File: src/rtl/dcache_ctrl.sv
// Data-cache controller: same-cycle hit resolution with store merge, and a
// write-back / allocate / refill miss sequence against a 256-bit memory port.
module dcache_ctrl (
    input  logic         clk_i,
    input  logic         rst_i,
    input  logic         cpu_req_i,
    input  logic         cpu_we_i,
    input  logic [31:0]  cpu_addr_i,
    input  logic [31:0]  cpu_data_i,
    output logic [31:0]  cpu_data_o,
    output logic         cpu_stall_o,
    output logic [3:0]   sram_addr_o,
    output logic [24:0]  sram_tag_o,
    output logic [255:0] sram_data_o,
    output logic         sram_enable_o,
    output logic         sram_write_o,
    input  logic [24:0]  sram_tag_i,
    input  logic [255:0] sram_data_i,
    input  logic         sram_hit_i,
    output logic         mem_enable_o,
    output logic         mem_write_o,
    output logic [31:0]  mem_addr_o,
    output logic [255:0] mem_data_o,
    input  logic [255:0] mem_data_i,
    input  logic         mem_ack_i
);

    typedef enum logic [2:0] {StIdle, StMiss, StWriteback, StAllocate, StRefill} state_e;

    state_e         state_q, state_d;
    logic [255:0]   victim_line_q, victim_line_d;
    logic [31:0]    victim_addr_q, victim_addr_d;
    logic [255:0]   fill_line_q, fill_line_d;
    logic [255:0]   merged_line;

    logic [22:0]    tag;
    logic [3:0]     index;
    logic [2:0]     word;
    logic           unused_byte_bits;

    assign tag              = cpu_addr_i[31:9];
    assign index            = cpu_addr_i[8:5];
    assign word             = cpu_addr_i[4:2];
    assign unused_byte_bits = ^cpu_addr_i[1:0];

    assign sram_addr_o = index;
    assign cpu_data_o  = cpu_req_i ? sram_data_i[{word, 5'b00000} +: 32] : 32'h0;
    assign cpu_stall_o = cpu_req_i & ~((state_q == StIdle) & sram_hit_i);

    // Store data merged into the selected word slot of the hit line
    always_comb begin
        merged_line = sram_data_i;
        merged_line[{word, 5'b00000} +: 32] = cpu_data_i;
    end

    // Tag/status to write; kept independent of the array outputs so the
    // array's tag compare never loops back through this controller.
    always_comb begin
        sram_tag_o = {2'b00, tag};
        if (state_q == StRefill) begin
            sram_tag_o = {2'b10, tag};
        end else if (state_q == StIdle && cpu_we_i) begin
            sram_tag_o = {2'b11, tag};
        end
    end

    // Next-state, latch enables and array/memory strobes
    always_comb begin
        state_d       = state_q;
        victim_line_d = victim_line_q;
        victim_addr_d = victim_addr_q;
        fill_line_d   = fill_line_q;
        sram_enable_o = 1'b0;
        sram_write_o  = 1'b0;
        sram_data_o   = '0;
        mem_enable_o  = 1'b0;
        mem_write_o   = 1'b0;
        mem_addr_o    = '0;
        mem_data_o    = '0;
        unique case (state_q)
            StIdle: begin
                sram_enable_o = cpu_req_i;
                if (cpu_req_i) begin
                    if (sram_hit_i) begin
                        if (cpu_we_i) begin
                            sram_write_o = 1'b1;
                            sram_data_o  = merged_line;
                        end
                    end else begin
                        state_d = StMiss;
                    end
                end
            end
            StMiss: begin
                sram_enable_o = cpu_req_i;
                victim_line_d = sram_data_i;
                victim_addr_d = {sram_tag_i[22:0], index, 5'b00000};
                state_d       = (sram_tag_i[24] && sram_tag_i[23]) ? StWriteback : StAllocate;
            end
            StWriteback: begin
                mem_enable_o = 1'b1;
                mem_write_o  = 1'b1;
                mem_addr_o   = victim_addr_q;
                mem_data_o   = victim_line_q;
                if (mem_ack_i) begin
                    state_d = StAllocate;
                end
            end
            StAllocate: begin
                mem_enable_o = 1'b1;
                mem_addr_o   = {cpu_addr_i[31:5], 5'b00000};
                if (mem_ack_i) begin
                    fill_line_d = mem_data_i;
                    state_d     = StRefill;
                end
            end
            StRefill: begin
                sram_enable_o = 1'b1;
                sram_write_o  = 1'b1;
                sram_data_o   = fill_line_q;
                state_d       = StIdle;
            end
            default: state_d = StIdle;
        endcase
        // Reset abandons any in-flight transaction and blocks array writes at once
        if (rst_i) begin
            sram_write_o = 1'b0;
            mem_enable_o = 1'b0;
            mem_write_o  = 1'b0;
            mem_addr_o   = '0;
            mem_data_o   = '0;
        end
    end

    // State and miss-bookkeeping registers
    always_ff @(posedge clk_i) begin
        if (rst_i) begin
            state_q       <= StIdle;
            victim_line_q <= '0;
            victim_addr_q <= '0;
            fill_line_q   <= '0;
        end else begin
            state_q       <= state_d;
            victim_line_q <= victim_line_d;
            victim_addr_q <= victim_addr_d;
            fill_line_q   <= fill_line_d;
        end
    end

endmodule

File: config.mk
export PLATFORM = sky130hd
export DESIGN_NAME = dcache_ctrl
export DESIGN_NICKNAME = d
export VERILOG_FILES = /design/src/rtl/dcache_ctrl.sv
export SDC_FILE = /design/constraint.sdc
export NUM_CORES = 2
export LEC_CHECK = 0
export CAP_MARGIN = 20
export CORE_AREA = 4 4 468 470
export DETAILED_ROUTE_END_ITERATION = 10
export DIE_AREA = 0 0 472 474
export PLACE_DENSITY = 0.35
export SYNTH_ARGS = -nofsm -noshare
export SYNTH_HDL_FRONTEND = slang
export SYNTH_SLANG_ARGS = --single-unit
File: constraint.sdc
create_clock -name clk_i -period 11.85 [get_ports clk_i]
set_clock_uncertainty 0.2 [all_clocks]
set_input_delay 1.7775 -clock clk_i [delete_from_list [all_inputs] [get_ports clk_i]]
set_output_delay 1.7775 -clock clk_i [all_outputs]
set_load 0.005 [all_outputs]
==> results.txt <==
Status - finished, final reports clean
Worst reg-to-reg path cell count - 7
Synth Flop Type - dfxtp_1
Critical Path Source Type - primary input
FF-to-FF setup slack - 7.64 ns
Critical path endpoint category - output pin
Die Wd - 472 um
Synth Area in XOR/XNOR - 0
Post-synth EDFFs - 0
Placed instance area - 42,400 sq um
Leading area contributor after synthesis - dfxtp_1
Worst hold path type - flip-flop to flip-flop
Routed via count - 33.7k
Pins Over Slew Limit - 0
Synth top area share - 0.394
Final setup viols - 0
Largest family of logic cells by synthesized area - simple AND/OR/NAND/NOR gates
Critical-path top delay cell - clkdlybuf4s50_1
DRT iter0 DRCs - 3,390
Fin crit share - 0.664
Fmax - 127 MHz
Slew headroom - 0.0989
Initial antenna violation count - 168
H-tree depth - 3
CTS Buf Count - 81
Crit Path Class - primary input to output pin
Rows - 170
Routability cong. - 0.834
Pre-antenna DRT Iters - 5
Seq/Total Area, Yosys - 0.394
Worst stage delay on the critical path - 0.81 ns
Max cap viols - 0
Core ar. - 214,000 sq um
WL final - 290 mm
Area growth from synthesis to layout - 64.6%
Post-synth ARST share - 0
Total die area - 224,000 sq um
Residual DRC - 0
Share of synthesized area spent on multiplexers - 0.0756
CTS tree - built
Largest net degree at the start of global routing - 157
Crit Path Max Fanout - 32
Crit path to - sram_data_o[151]
Skew-Pair Late Insertion Delay - 0.72 ns
Yosys warns - 0
Design area - 45,300 sq um
Slew @ Worst Pin - 1.35 ns
Grt total ovfl - 0
Worst VDD drop - 0.105 mV
Setup TNS - 0 ns
Crit-path cells - clkdlybuf4s50_1 -> inv_1 -> ha_1 -> o21ai_0 -> or4_2 -> buf_4 -> mux2i_1 -> o21ai_0 -> clkdlybuf4s50_1
Synth unique cells - 45
RSZ-0062 raised after global routing - no
Power per Cell Area - 127 nW/um^2
Mapped cell area - 27,500 sq um
# clock sinks - 542
Synth area leaders - dfxtp_1, nand2_1, a21oi_1
# port buffers - 1,209
RR Endpoint - fill_line_q[32]
Vias in the first global route - 32.1k
First-pass GRT wire length - 360 mm
GRT Resource Usage Total - 0.247
Post-DRT Antenna Nets - 0
Reg-to-reg critical path startpoint - state_q[2]
Reg clk slew, reported paths - 0.06 ns
Leak - 16.0 nW
Final hold vios - 0
Drt via density - 4.38
Final-stage net count - 5,340
Fraction of the mapped netlist area in adder cells - 0.00273
Post-CTS setup buffer count - 0
Initial Util - 0.128
Critical path data required time - 9.87 ns
DPL Wire Length - 220 mm
Syn Area/Cell - 7.39 sq um
Crit path time final - 7.87 ns
Compound-gate portion of the synthesized area - 0.192
Gates resized, CTS repair - 0
Routed len/inst - 37.7 um
Worst setup path startpoint - cpu_addr_i[4]
Mapped Cells - 3,728
Fraction of layout cells with a size suffix above 1 - 0.0712
Crit path DAT - 5.89 ns
Ports - 1,217
Post-synthesis simple-gate area fraction - 0.275
Die Y - 474 um
CTS root buffer - clkbuf_16
Seq cells post-synth - 542
Hold buffers post-CTS - 0
Deepest clock path buffer count - 3
cell type report:
class / instances / area (sq um)
antenna: 63 / 158
tap: 2838 / 3550
clock inverter: 32 / 395
inverter: 6 / 22.5
clock buffer: 115 / 2420
timing repair buffer: 1299 / 12800
sequential: 542 / 10900
multi-input combinational: 2797 / 15200
fill: 24000 / 169000
Yosys cell counts, types with 2 or more instances:
cell / count
buf_1: 13
clkbuf_1: 302
o21ai_1: 4
a221o_1: 33
dfxtp_1: 542
o2111ai_1: 2
or2_2: 3
and2_1: 259
nand2b_1: 8
a21oi_1: 541
buf_2: 31
and3_1: 34
a311oi_2: 5
buf_6: 5
nor4_2: 2
nand2_1: 1412
inv_1: 6
nand4_1: 2
buf_4: 36
ha_1: 6
nor2b_1: 4
mux4_2: 64
nand3_1: 31
nor2_1: 6
o21ai_0: 74
nor4_1: 3
nor3b_1: 3
a22oi_1: 159
a22o_1: 59
mux2i_1: 64
report_power, final:
part | internal (mW) | leakage (nW) | total, mW | switching (mW)
clock network | 1.57 | 1.39 | 2.67 | 1.09
logic | 0.412 | 10.2 | 1.15 | 0.743
registers | 1.90 | 4.39 | 1.95 | 0.0408
total | 3.89 | 16.0 | 5.77 | 1.88
how the worst min path moves through the flow:
stage / startpoint / slack (ns) / depth (start not counted) / end
after floorplan: victim_line_q[0] / 0.23 / 2 / victim_line_q[0]
after global placement: victim_line_q[29] / 0.24 / 2 / victim_line_q[29]
after detailed placement: victim_line_q[78] / 0.24 / 2 / victim_line_q[78]
after CTS: victim_line_q[178] / 0.25 / 2 / victim_line_q[178]
after global routing: victim_line_q[10] / 0.26 / 2 / victim_line_q[10]
final: victim_line_q[161] / 0.25 / 2 / victim_line_q[161]
per-layer routing:
metal | GRT usage | part of all wire
met5 | 0 | 0.0015
met4 | 0.0694 | 0.030
met3 | 0.0898 | 0.10
met2 | 0.376 | 0.43
met1 | 0.326 | 0.44
flip-flops by register name, indices dropped and copies added, names as in the netlist:
signal,count
fill_line_q,256
victim_line_q,256
state_q,3
victim_addr_q,27
worst max-delay path: cells and delay by family:
kind,cells,cell delay [ns]
mux,1,0.25
buf+inv,4,1.88
compound gates,2,0.61
simple gates,1,0.58
fa+ha+maj,1,0.65
stage by stage:
| step | total power, mW | hold slack, ns | instances | util | setup WS, ns |
|---|---|---|---|---|---|
| CTS | 5.85 | 0.250 | 7629 | 0.211 | 4.02 |
| global route | 5.95 | 0.260 | 7640 | 0.211 | 3.98 |
| detailed placement | 3.15 | 0.242 | 7482 | 0.198 | 4.03 |
| finish | 5.77 | 0.248 | 7692 | 0.211 | 3.98 |
| global placement | 3.14 | 0.238 | 7481 | 0.198 | 4.09 |
| floorplan | 2.34 | 0.232 | 3732 | - | 5.41 |
cell families (layout without fill, tap and decap cells):
family	Yosys count	in the layout
flip-flops	542	542
buffers and inverters	393	1452
AND/OR/NAND/NOR	1777	1777
other	1	68
multiplexers	128	128
AO/OA/AOI/OAI	881	881
adder cells (fa/ha/maj)	6	6
layout by cell type, fill, tap and decap left out, types with 33 or more instances in the layout:
cell type | netlist | layout
nand2_1 | 1412 | 1412
clkdlybuf4s50_1 | 0 | 1189
a22oi_1 | 159 | 159
a22o_1 | 59 | 59
a221o_1 | 33 | 33
and2_1 | 259 | 259
and3_1 | 34 | 34
mux2i_1 | 64 | 64
a21oi_1 | 541 | 541
mux4_2 | 64 | 64
clkbuf_16 | 0 | 83
o21ai_0 | 74 | 74
dfxtp_1 | 542 | 541
buf_4 | 36 | 86
diode_2 | 0 | 63
Power figures use the tool's default switching activity.
